<file path="src/rtl/jump_resolve_unit.sv">
// jump_resolve_unit
//   Pipelined jump resolver. Decides the next fetch address from the opcode
//   and ALU flags, and supports CALL/RET through a LIFO return-address stack.
//   The result sits in a one-entry output register behind a valid/ready
//   handshake, so the fetch stage can stall the block.
//
// Parameters
//   WORD_SIZE   width of instruction, addresses and stack entries
//   STACK_DEPTH return-address stack entries (>= 2)
//   FLAG_WIDTH  ALU flag vector width (>= 8)
//
// Ports
//   clk, rst_n                  clock, asynchronous active-low reset
//   in_valid / in_ready         input handshake (in_ready is combinational)
//   instruction                 opcode in the top 8 bits
//   program_counter_address     fall-through address, also the return address
//   peek_jump_address           jump/call target
//   flags                       ZERO=7, SIGN=6, CARRY=5, OVERFLOW=4
//   clear_errors                synchronous clear of the sticky error bits
//   out_valid / out_ready       output handshake
//   new_address, taken          resolved address, 1 if not the fall-through
//   stack_count                 current stack occupancy
//   stack_overflow/underflow    sticky CALL-when-full / RET-when-empty flags
//
// Optional feature (macro JUMP_RESOLVE_STATS_EN)
//   Adds saturating taken_count / not_taken_count outputs that count accepted
//   conditional jumps (0x15-0x24). clear_errors also zeroes them.

module jump_resolve_unit #(
    parameter int WORD_SIZE   = 16,
    parameter int STACK_DEPTH = 8,
    parameter int FLAG_WIDTH  = 8
) (
    input  logic                               clk,
    input  logic                               rst_n,
    input  logic                               in_valid,
    output logic                               in_ready,
    input  logic [WORD_SIZE-1:0]               instruction,
    input  logic [WORD_SIZE-1:0]               program_counter_address,
    input  logic [WORD_SIZE-1:0]               peek_jump_address,
    input  logic [FLAG_WIDTH-1:0]              flags,
    input  logic                               clear_errors,
    output logic                               out_valid,
    input  logic                               out_ready,
    output logic [WORD_SIZE-1:0]               new_address,
    output logic                               taken,
    output logic [$clog2(STACK_DEPTH+1)-1:0]   stack_count,
    output logic                               stack_overflow,
    output logic                               stack_underflow
`ifdef JUMP_RESOLVE_STATS_EN
    ,
    output logic [WORD_SIZE-1:0]               taken_count,
    output logic [WORD_SIZE-1:0]               not_taken_count
`endif
);

    localparam int CW = $clog2(STACK_DEPTH + 1);
    localparam int AW = (STACK_DEPTH > 1) ? $clog2(STACK_DEPTH) : 1;

    localparam logic [7:0] OP_JMP  = 8'h14;
    localparam logic [7:0] OP_JE   = 8'h15;
    localparam logic [7:0] OP_JNE  = 8'h16;
    localparam logic [7:0] OP_JC   = 8'h17;
    localparam logic [7:0] OP_JNC  = 8'h18;
    localparam logic [7:0] OP_JS   = 8'h19;
    localparam logic [7:0] OP_JNS  = 8'h1A;
    localparam logic [7:0] OP_JO   = 8'h1B;
    localparam logic [7:0] OP_JNO  = 8'h1C;
    localparam logic [7:0] OP_JA   = 8'h1D;
    localparam logic [7:0] OP_JAE  = 8'h1E;
    localparam logic [7:0] OP_JB   = 8'h1F;
    localparam logic [7:0] OP_JBE  = 8'h20;
    localparam logic [7:0] OP_JG   = 8'h21;
    localparam logic [7:0] OP_JGE  = 8'h22;
    localparam logic [7:0] OP_JL   = 8'h23;
    localparam logic [7:0] OP_JLE  = 8'h24;
    localparam logic [7:0] OP_CALL = 8'h25;
    localparam logic [7:0] OP_RET  = 8'h26;

    typedef enum logic {
        ST_EMPTY = 1'b0,
        ST_FULL  = 1'b1
    } state_t;

    state_t                 r_state;
    logic [WORD_SIZE-1:0]   r_new_address;
    logic                   r_taken;
    logic [CW-1:0]          r_count;
    logic                   r_overflow;
    logic                   r_underflow;
    logic [WORD_SIZE-1:0]   r_stack [STACK_DEPTH];

    logic [7:0]             w_op;
    logic                   w_z, w_s, w_c, w_o;
    logic                   w_cond;
    logic                   w_is_cond;
    logic                   w_is_call;
    logic                   w_is_ret;
    logic                   w_accept;
    logic                   w_stack_full;
    logic                   w_stack_empty;
    logic                   w_push;
    logic                   w_pop;
    logic                   w_take;
    logic [AW-1:0]          w_top_idx;
    logic [AW-1:0]          w_push_idx;
    logic [WORD_SIZE-1:0]   w_next_address;
    logic                   w_unused_bits;

    // Only the opcode byte and the four named flags are decoded.
    assign w_unused_bits = ^{instruction, flags};

    assign w_op = instruction[WORD_SIZE-1 -: 8];
    assign w_z  = flags[7];
    assign w_s  = flags[6];
    assign w_c  = flags[5];
    assign w_o  = flags[4];

    assign out_valid = (r_state == ST_FULL);
    assign in_ready  = !out_valid || out_ready;
    assign w_accept  = in_valid && in_ready;

    always_comb begin
        w_cond    = 1'b0;
        w_is_cond = 1'b1;
        w_is_call = 1'b0;
        w_is_ret  = 1'b0;
        case (w_op)
            OP_JMP:  begin w_cond = 1'b1;                      w_is_cond = 1'b0; end
            OP_JE:   w_cond = w_z;
            OP_JNE:  w_cond = !w_z;
            OP_JC:   w_cond = w_c;
            OP_JNC:  w_cond = !w_c;
            OP_JS:   w_cond = w_s;
            OP_JNS:  w_cond = !w_s;
            OP_JO:   w_cond = w_o;
            OP_JNO:  w_cond = !w_o;
            OP_JA:   w_cond = !w_c && !w_z;
            OP_JAE:  w_cond = !w_c;
            OP_JB:   w_cond = w_c;
            OP_JBE:  w_cond = w_c || w_z;
            OP_JG:   w_cond = !(w_s ^ w_o) && !w_z;
            OP_JGE:  w_cond = !(w_s ^ w_o);
            OP_JL:   w_cond = w_s ^ w_o;
            OP_JLE:  w_cond = (w_s ^ w_o) || w_z;
            OP_CALL: begin w_is_call = 1'b1; w_is_cond = 1'b0; end
            OP_RET:  begin w_is_ret  = 1'b1; w_is_cond = 1'b0; end
            default: w_is_cond = 1'b0;
        endcase
    end

    assign w_stack_full  = (r_count == CW'(STACK_DEPTH));
    assign w_stack_empty = (r_count == '0);
    assign w_push        = w_accept && w_is_call && !w_stack_full;
    assign w_pop         = w_accept && w_is_ret && !w_stack_empty;
    assign w_top_idx     = AW'(r_count - CW'(1));
    assign w_push_idx    = AW'(r_count);

    // A CALL with a full stack or a RET with an empty one degrades to a
    // fall-through so fetch keeps making forward progress.
    assign w_take = w_cond
                 || (w_is_call && !w_stack_full)
                 || (w_is_ret && !w_stack_empty);

    always_comb begin
        w_next_address = program_counter_address;
        if (w_take) begin
            w_next_address = w_is_ret ? r_stack[w_top_idx] : peek_jump_address;
        end
    end

    // Stack storage carries no reset: occupancy is tracked by r_count, so
    // stale entries are never observable.
    always_ff @(posedge clk) begin
        if (w_push) begin
            r_stack[w_push_idx] <= program_counter_address;
        end
    end

    // Output register state machine plus stack pointer and sticky errors.
    always_ff @(posedge clk or negedge rst_n) begin
        if (!rst_n) begin
            r_state       <= ST_EMPTY;
            r_new_address <= '0;
            r_taken       <= 1'b0;
            r_count       <= '0;
            r_overflow    <= 1'b0;
            r_underflow   <= 1'b0;
        end else begin
            case (r_state)
                ST_EMPTY: begin
                    if (w_accept) begin
                        r_state <= ST_FULL;
                    end
                end
                ST_FULL: begin
                    if (!w_accept && out_ready) begin
                        r_state <= ST_EMPTY;
                    end
                end
                default: r_state <= ST_EMPTY;
            endcase

            if (w_accept) begin
                r_new_address <= w_next_address;
                r_taken       <= w_take;
            end

            if (w_push) begin
                r_count <= r_count + CW'(1);
            end else if (w_pop) begin
                r_count <= r_count - CW'(1);
            end

            // A new error event wins over a coincident clear.
            r_overflow  <= (r_overflow && !clear_errors)
                        || (w_accept && w_is_call && w_stack_full);
            r_underflow <= (r_underflow && !clear_errors)
                        || (w_accept && w_is_ret && w_stack_empty);
        end
    end

    assign new_address     = r_new_address;
    assign taken           = r_taken;
    assign stack_count     = r_count;
    assign stack_overflow  = r_overflow;
    assign stack_underflow = r_underflow;

`ifdef JUMP_RESOLVE_STATS_EN
    logic [WORD_SIZE-1:0] r_taken_count;
    logic [WORD_SIZE-1:0] r_not_taken_count;

    always_ff @(posedge clk or negedge rst_n) begin
        if (!rst_n) begin
            r_taken_count     <= '0;
            r_not_taken_count <= '0;
        end else if (clear_errors) begin
            r_taken_count     <= '0;
            r_not_taken_count <= '0;
        end else if (w_accept && w_is_cond) begin
            if (w_cond) begin
                if (r_taken_count != '1) begin
                    r_taken_count <= r_taken_count + WORD_SIZE'(1);
                end
            end else begin
                if (r_not_taken_count != '1) begin
                    r_not_taken_count <= r_not_taken_count + WORD_SIZE'(1);
                end
            end
        end
    end

    assign taken_count     = r_taken_count;
    assign not_taken_count = r_not_taken_count;
`endif

endmodule

</file>
<file path="config.mk">
export PLATFORM = sky130hd
export DESIGN_NAME = jump_resolve_unit
export DESIGN_NICKNAME = d
export VERILOG_FILES = /design/src/rtl/jump_resolve_unit.sv
export SDC_FILE = /design/constraint.sdc
export NUM_CORES = 1
export LEC_CHECK = 0
export BUFFER_PORTS_ARGS = -buffer_cell sky130_fd_sc_hd__buf_2
export CAP_MARGIN = 20
export CORE_UTILIZATION = 58
export DETAILED_ROUTE_END_ITERATION = 10
export PLACE_DENSITY = 0.9
export SKIP_CTS_REPAIR_TIMING = 1
export SLEW_MARGIN = 20
export SYNTH_ARGS = -nofsm -noshare
export SYNTH_HDL_FRONTEND = slang
export SYNTH_SLANG_ARGS = --single-unit
</file>
<file path="constraint.sdc">
create_clock -name clk -period 4.7 [get_ports clk]
set_input_delay 0.47 -clock clk [delete_from_list [all_inputs] [get_ports clk]]
set_output_delay 0.47 -clock clk [all_outputs]
set_load 0.02 [all_outputs]
</file>
Yosys cells after proc, flatten, opt, wreduce, memory -nomap -nowiden
Memories as Yosys holds them, arrays and structs flattened.
Index checks and enable logic that the tools add are counted.
Widths: inputs -> output; s select.
{"block": "totals", "reg_bits": 24, "ram_bits": 128, "in_bits": 61, "output_inout_bits": 25, "wordCells": 78, "memories": 1}
{"block": "op_classes", "addsub": 2, "eq_ne": 20, "muxes": 12, "bitwise_logic": 2, "n_reduce_logical": 35}
{"memory": "r_stack", "depth": 8, "width": 16, "rd": 1, "rd_clocked_by_memory_dff": 0, "write_ports": 1, "line": "91", "source": "logic [WORD_SIZE-1:0] r_stack [STACK_DEPTH];"}
{"op": "$eq 8x5->1 const B", "n": 12}
{"op": "$eq 8x6->1 const B", "n": 7}
{"op": "$mux 16", "n": 2}
{"op": "$pmux 1 s15", "n": 1}
{"op": "$logic_and 1x1->1", "n": 14}
{"op": "$logic_not 1->1", "n": 10}
{"op": "$mux 4", "n": 2}
{"op": "$logic_or 1x1->1", "n": 7}
{"op": "$mux 1", "n": 6}
{"op": "$add 4x1->4 const B", "n": 1}
{"op": "$eq 4x4->1 const B", "n": 1}
{"op": "$logic_not 4->1", "n": 1}
{"op": "$reduce_or 2->1", "n": 2}
{"op": "$sub 4x1->4 const B", "n": 1}
{"op": "$pmux 1 s2", "n": 1}
{"op": "$reduce_bool 2->1", "n": 1}
{"op": "$not 1->1", "n": 1}
{"op": "$xor 1x1->1", "n": 1}

Depth between registers and ports, before layout
Gate-level depths: netlist (run 1).
{"block": "depth", "ltp_word": 7, "mapped_depth": 10, "depth_no_buf": 7}

Worst setup path before layout (run 1)
No wires, ideal clock.
{"block": "synth_timing", "path_kind": "flip-flop to flip-flop", "start": "reg r_count[0], in the netlist stack_count[0]", "end": "mem r_stack[0][0] (enable)", "setup_ns": 0.430, "arrival_time_ns": 3.215, "t_required_ns": 4.270, "setup_slack_ns": 1.055, "path_stages_with_launch": 7, "path_buffers": 1, "period_less_slack_ns": 3.645, "cell_sequence": "dfrtp_1 > clkbuf_1 > inv_1 > ha_1 > nand3b_1 > nand4_1 > nor4_1"}
{"block": "synth_via", "elab_chain_cells": 5}
{"element": "from (decl)", "line": "88", "source": "logic [CW-1:0] r_count;"}
{"element": "from (signal assigned)", "line": "210", "source": "r_count <= r_count + CW'(1);"}
{"element": "from (signal assigned)", "line": "212", "source": "r_count <= r_count - CW'(1);"}
{"element": "$eq 4x4->1", "line": "152", "source": "assign w_stack_full = (r_count == CW'(STACK_DEPTH));"}
{"element": "$logic_not 1->1", "line": "154", "source": "assign w_push = w_accept && w_is_call && !w_stack_full;"}
{"element": "$logic_and 1x1->1", "line": "154"}
{"element": "$mux 1", "line": "175", "source": "if (w_push) begin"}
{"element": "$mux 1 (not written as such)", "line": "176", "source": "r_stack[w_push_idx] <= program_counter_address;"}
{"element": "to (decl)", "line": "91"}
Parallel ways exist; a longest one is shown, timed or not.

Final worst setup path (run 1)
{"block": "layout_timing", "start": "reg r_count[1], in the netlist stack_count[1]", "end": "reg r_new_address[14], in the netlist new_address[14]"}
{"block": "layout_via", "elab_chain_cells": 6, "word_cells_on_any_way": 12, "classes_between": "1 x add/sub; 1 x eq/ne; 2 x mux; 7 x reduce/logical; 1 x memory"}
{"element": "branches (longest 5 deep; another with $mem_v2 8x16)"}
{"element": "$mux 16 *", "line": "167", "source": "if (w_take) begin"}
{"element": "to (signal assigned)", "line": "205", "source": "r_new_address <= w_next_address;"}
{"element": "to (decl)", "line": "86", "source": "logic [WORD_SIZE-1:0] r_new_address;"}
Every way passes the cells marked *.
A chain may end at the register's enable or synchronous reset.

==> summary.txt, run 1 <==
Job
  – Max cap viols: 0

Logic synthesis
  – Dominant cells by area after synthesis: edfxtp_1 57%, mux4_2 11%, dfrtp_1 8.9%, nand2_1 3.1%, o211ai_1 2.8%
  – Async SR Flop Fraction: 15.8%
  – Yosys cell types: 48
  – Top_reg_cell synth: edfxtp_1
  – Synth top area share: 56.8%
  – Register area share after synthesis: 65.7%
  – Number of synthesized flops with an enable pin: 128
  – Mapped cell area: 6760 um^2
  – Syn_nets: 512
  – Yosys top cell by area: edfxtp_1
  – Number of synthesized register bits: 152
  – Synthesized area per cell: 15.1 um^2
  – Ys Warns: 0
  – Syn Inst Count: 449

Timing
  – Crit share post-route: 61.2%
  – Fmax: 0.348 GHz
  – Final Hold Vio Count: 0
  – Final Slew Violations: 0
  – # setup viols final: 0
  – Slew headroom: 45.0%
  – Setup tns final: 0 ns
  – Post-route minimum period: 2.88 ns
  – Setup Skew: 0.00622 ns
  – Worst Tran Pin Value: 0.822 ns
  – RSZ-0062 raised after global routing: false

Global routing
  – Initial antenna violation count: 0
  – First-pass GRT wire length: 24600 um
  – Vias in the first global route: 4529
  – Largest net degree at the start of global routing: 40
  – Gr ovfl total: 0
  – Total Routing Usage GR: 28.5%

Clock network
  – CTS Buf Count: 17
  – Root Buffer: clkbuf_16
  – Sink Count: 152
  – Reg clk slew, reported paths: 0.06 ns
  – CTS max path bufs: 2
  – Worst-Skew Late Latency: 0.42 ns
  – CTS tree: built
  – H-tree Lvls: 4

Floorplanning
  – Die width: 110 um
  – Num ports: 86
  – Die area: 12100 um^2
  – Core Rows: 39
  – Core ar.: 11400 um^2
  – Die height: 110 um
  – Initial core utilization: 59.5%

Cells and area
  – Most frequent cells in the layout: 128 x edfxtp_1, 73 x buf_2, 56 x nand2_1, 35 x nand3_1, 32 x mux4_2
  – P&R area growth vs syn: 16.5%
  – Diodes inserted: 0
  – Layout Cells excl Fill: 677
  – Nets@finish: 585
  – Share of layout cells above drive strength 1: 32.4%
  – Most common cell after layout, fill and taps aside: edfxtp_1

Place
  – Dpl hpwl: 9640 um
  – IO Port Bufs: 73
  – Placed cell count: 646
  – Routability-driven placement congestion ratio: 0.864

Route
  – DRT Pass-1 Iters: 5
  – DRC: 0
  – Remaining antenna violation count: 0
  – WL final: 16000 um
  – Vias per cell: 6.83
  – DR WL/cell: 23.6 um
  – Via Count: 4626
  – DRT iter0 DRCs: 557

Pwr
  – Peak supply drop: 0.274 mV
  – Lkg Pwr: 0.00281 uW
  – Pwr dens: 428 nW/um^2

Hold path
  – Min-delay worst type: primary input to asynchronous set/reset pin

Setup path
  – Flop2flop setup slack: 1.82 ns
  – CP required: 4.99 ns
  – Max Fanout on Critical Path: 20
  – Worst setup path class: register to register
  – Critical Path AT: 3.17 ns
  – Setup crit start kind: register
  – Setup crit end kind: register

Run status
  – Status: completed
final cells by class:
cell class / count / area, um^2
Clock buffer: 18 / 429
Clock inverter: 13 / 154
Fill cell: 662 / 3490
Inverter: 5 / 18.8
Multi-Input combinational cell: 255 / 2150
Sequential cell: 152 / 4450
Tap cell: 143 / 179
Timing Repair Buffer: 91 / 500
path summary, 6_finish.rpt:
kind / startpoint / endpoint / cells past startpoint
setup reg to reg: stack_count[1]$_DFFE_PN0P_ / new_address[14]$_DFFE_PN0P_ / 8
max in group asynchronous: rst_n / stack_count[0]$_DFFE_PN0P_ / 1
setup / recovery: stack_count[1]$_DFFE_PN0P_ / new_address[14]$_DFFE_PN0P_ / 8
min in group clk: clear_errors / stack_underflow$_DFF_PN0_ / 2
hold reg to reg: new_address[11]$_DFFE_PN0P_ / new_address[11]$_DFFE_PN0P_ / 2
hold / removal: rst_n / new_address[7]$_DFFE_PN0P_ / 1
sequential cells by signal (all words and copies together) (netlist names):
signal           flops
new_address         16
r_stack            128
stack_underflow      1
stack_count          4
taken                1
out_valid            1
stack_overflow       1
worst max-delay path, cell delays in order, from the launching register on:
cell	delay, ns
dfrtp_1	0.58
inv_1	0.12
ha_1	0.76
buf_4	0.42
mux4_2	0.36
nand2_1	0.09
nand3_1	0.12
o211ai_1	0.19
o211ai_2	0.10
routing by layer:
metal / wire length [um] / track usage (%) / part of all wire, % / vias to the layer above
met5: 0 / 0 / 0 / -
met4: 540 / 14.8 / 3.4 / 0
met1: 6030 / 36.3 / 38 / 2292
met2: 7720 / 44.8 / 48 / 344
met3: 1690 / 8.47 / 11 / 55
li1: - / - / - / 1935
power breakdown:
part | switching (uW) | internal [uW] | total [uW]
combinational | 303 | 215 | 518
sequential | 23.5 | 1490 | 1510
clock | 515 | 829 | 1340
total | 841 | 2530 | 3370
cell usage after synthesis (2+ instances only):
master and instances:
nand2_1 56, clkbuf_1 20, nor3b_1 2, nor3_1 6, o211ai_2 9, mux4_2 32, or3b_1 2, buf_6 2
nor2b_1 2, dfrtp_1 24, nor2_1 4, nand4_1 18, a21oi_1 4, nand3b_1 4, o211ai_1 25, ha_1 2
xnor2_1 4, or2_1 2, inv_1 5, nand3_1 35, buf_1 4, buf_2 8, edfxtp_1 128, xor2_1 3
a211oi_1 16, and4_1 2, buf_4 2, o21ai_1 3, o22ai_1 3, nand2b_1 4
per-stage QoR:
| step | utilization [%] | total power [uW] | setup WS (ns) | cell area, um^2 | hold slack (ns) |
|---|---|---|---|---|---|
| finish | 69.3 | 3370 | 1.82 | 7880 | 0.0343 |
| global route | 69.3 | 3490 | 1.73 | 7880 | 0.0593 |
| CTS | 69.3 | 3380 | 1.89 | 7880 | 0.0385 |
| detailed placement | 64.2 | 2040 | 1.79 | 7300 | 0.468 |
| global placement | 64.2 | 2020 | 1.84 | 7300 | 0.462 |
| floorplan | - | 1890 | 1.05 | 6760 | 0.174 |
logic make-up (layout without fill, tap and decap cells):
logic type      count (synthesis)  in the layout  share of synthesized area, %
compound gates                 66             66                          7.90
xor+xnor                        7              7                         0.906
buf+inv                        42            127                          2.83
fa+ha+maj                       2              2                         0.370
mux                            33             33                          10.8
simple gates                  147            147                          11.5
flops                         152            152                          65.7
No activity file was read; power rests on OpenSTA's default activity.
==> inputs of run 2 (changes only) <==
--- a/config.mk
+++ b/config.mk
@@ -7,9 +7,9 @@
 export LEC_CHECK = 0
 export BUFFER_PORTS_ARGS = -buffer_cell sky130_fd_sc_hd__buf_2
 export CAP_MARGIN = 20
-export CORE_UTILIZATION = 58
+export CORE_UTILIZATION = 52
 export DETAILED_ROUTE_END_ITERATION = 10
-export PLACE_DENSITY = 0.9
+export PLACE_DENSITY = 0.86
 export SKIP_CTS_REPAIR_TIMING = 1
 export SLEW_MARGIN = 20
 export SYNTH_ARGS = -nofsm -noshare
==> constraint.sdc (replaced) <==
create_clock -name clk -period 2.52 [get_ports clk]
set_input_delay 0.252 -clock clk [delete_from_list [all_inputs] [get_ports clk]]
set_output_delay 0.252 -clock clk [all_outputs]
set_load 0.02 [all_outputs]
==> run 2 against run 1 <==
Clock skew is 0.0026 ns higher. First-iteration DRC count is 19% lower. Total power is 83% higher. Final cell count is 5.9% higher. Critical path depth is 1 lower. Clock power is 76% higher. Flip-flop and latch count stayed put. Maximum frequency is 29% higher. Worst setup slack worse by 1.5 ns. Design area is 1.8% higher. Critical path type unchanged. Core utilization is 6.0 points lower. Routed wire length is 2.4% lower.
==> summary.txt, run 2 (same netlist as run 1, synthesis figures left out) <==
Setup path
  – Worst reg2reg path endpoint: new_address[14]$_DFFE_PN0P_
  – FF-to-FF path depth: 7
  – Worst R2R Start: stack_count[1]$_DFFE_PN0P_
  – Worst setup path class: register to register
  – Setup crit start kind: register
  – CP required: 2.81 ns
  – Critical Path AT: 2.53 ns
  – Max Fanout on Critical Path: 34
  – Setup crit end kind: register
  – Crit path capture: new_address[14]$_DFFE_PN0P_
  – Flop2flop setup slack: 0.28 ns
  – Critical Path Source: stack_count[1]$_DFFE_PN0P_

Floorplanning
  – Num ports: 86
  – Die height: 116 um
  – Die area: 13500 um^2
  – Initial core utilization: 53.4%
  – Core Rows: 41
  – Die width: 116 um
  – Core ar.: 12700 um^2

Global routing
  – Total Routing Usage GR: 25.0%
  – Vias in the first global route: 4445
  – First-pass GRT wire length: 24300 um
  – Initial antenna violation count: 0
  – Largest net degree at the start of global routing: 40
  – Gr ovfl total: 0

Pwr
  – Pwr dens: 768 nW/um^2
  – Lkg Pwr: 0.00282 uW
  – Peak supply drop: 0.487 mV

Cells and area
  – Most frequent cells in the layout: 128 x edfxtp_1, 73 x buf_2, 56 x nand2_1, 35 x nand3_1, 32 x mux4_2
  – # fillers: 881
  – Largest reg by FF count: r_stack
  – Nets@finish: 596
  – Flip-flop count of the largest register after layout: 128
  – Area occupied by multi-input gates: 2190 um^2
  – Share of layout cells above drive strength 1: 34.1%
  – Register area: 4450 um^2
  – P&R area growth vs syn: 18.6%
  – Diodes inserted: 0
  – Most common cell after layout, fill and taps aside: edfxtp_1

Job
  – Max cap viols: 0

Clock network
  – Reg clk slew, reported paths: 0.06 ns
  – CTS max path bufs: 2
  – Worst-Skew Late Latency: 0.42 ns
  – Root Buffer: clkbuf_16
  – CTS Buf Count: 17
  – Sink Count: 152
  – H-tree Lvls: 4
  – CTS tree: built

Timing
  – Slew headroom: 52.6%
  – Crit share post-route: 88.7%
  – Post-route minimum period: 2.24 ns
  – # setup viols final: 0
  – Fmax: 0.447 GHz
  – Slack of the critical path: 0.284 ns
  – Setup Skew: 0.00883 ns
  – Final Slew Violations: 0
  – Final Hold Vio Count: 0
  – Setup tns final: 0 ns
  – RSZ-0062 raised after global routing: false
  – Worst Tran Pin Value: 0.705 ns

Place
  – Routability-driven placement congestion ratio: 0.791
  – IO Port Bufs: 73
  – Dpl hpwl: 10200 um
  – Post-Place Setup Slack: 0.318 ns

Route
  – Vias per cell: 6.26
  – DR WL/cell: 21.8 um
  – Remaining antenna violation count: 0
  – Via Count: 4485
  – DRT iter0 DRCs: 449
  – WL final: 15600 um
  – DRT Pass-1 Iters: 4
  – DRC: 0

Hold path
  – Min-delay worst type: primary input to register

Run status
  – Status: completed
[run 2: metrics by stage]
stage / util (%) / total power [uW] / hold slack, ns / cells / instance area, um^2
after global placement: 58.9 / 3810 / 0.254 / 685 / 7460
final: 63.3 / 6160 / 0.0254 / 717 / 8030
after detailed placement: 58.9 / 3840 / 0.269 / 685 / 7460
after CTS: 63.3 / 6180 / -0.173 / 716 / 8020
after floorplan: - / 3560 / -0.0436 / 449 / 6850
after global routing: 63.3 / 6380 / 0.0172 / 717 / 8030
[run 2: worst min-delay path by stage]
stage,start,to,slack (ns),cells after the start
detailed placement,rst_n,out_valid$_DFF_PN0_,0.27,1
global placement,rst_n,out_valid$_DFF_PN0_,0.25,1
CTS,rst_n,out_valid$_DFF_PN0_,-0.17,1
floorplan,rst_n,new_address[0]$_DFFE_PN0P_,-0.04,0
global route,clear_errors,stack_underflow$_DFF_PN0_,0.02,2
finish,clear_errors,stack_underflow$_DFF_PN0_,0.03,2
[run 2: metal layers]
metal / global-route usage (%) / vias to the layer above / wire (um)
li1: - / 1952 / -
met1: 32.7 / 2225 / 6050
met2: 40.9 / 261 / 7860
met3: 4.50 / 47 / 1210
met4: 11.8 / 0 / 496
met5: 0 / - / 0
[run 2: worst max-delay path, stage by stage, from the launching register on]
cell	delay, ns
dfrtp_2	0.49
inv_1	0.13
ha_4	0.61
mux4_2	0.38
nand2_1	0.11
nand3_1	0.12
o211ai_1	0.16
o211ai_2	0.10
[run 2: power by group]
group          switching, uW  internal [uW]  leakage (uW)  total [uW]
Clock                    998           1360      0.000249        2360
Combinational            565            421       0.00112         986
Sequential              43.5           2780       0.00145        2820
[run 2: layout make-up]
class	instances	share of cell area (%)
timing repair buffer	102	7.45
inverter	5	0.234
tap	172	2.68
sequential	152	55.4
multi-input combinational	255	27.3
clock buffer	18	5.35
clock inverter	13	1.53
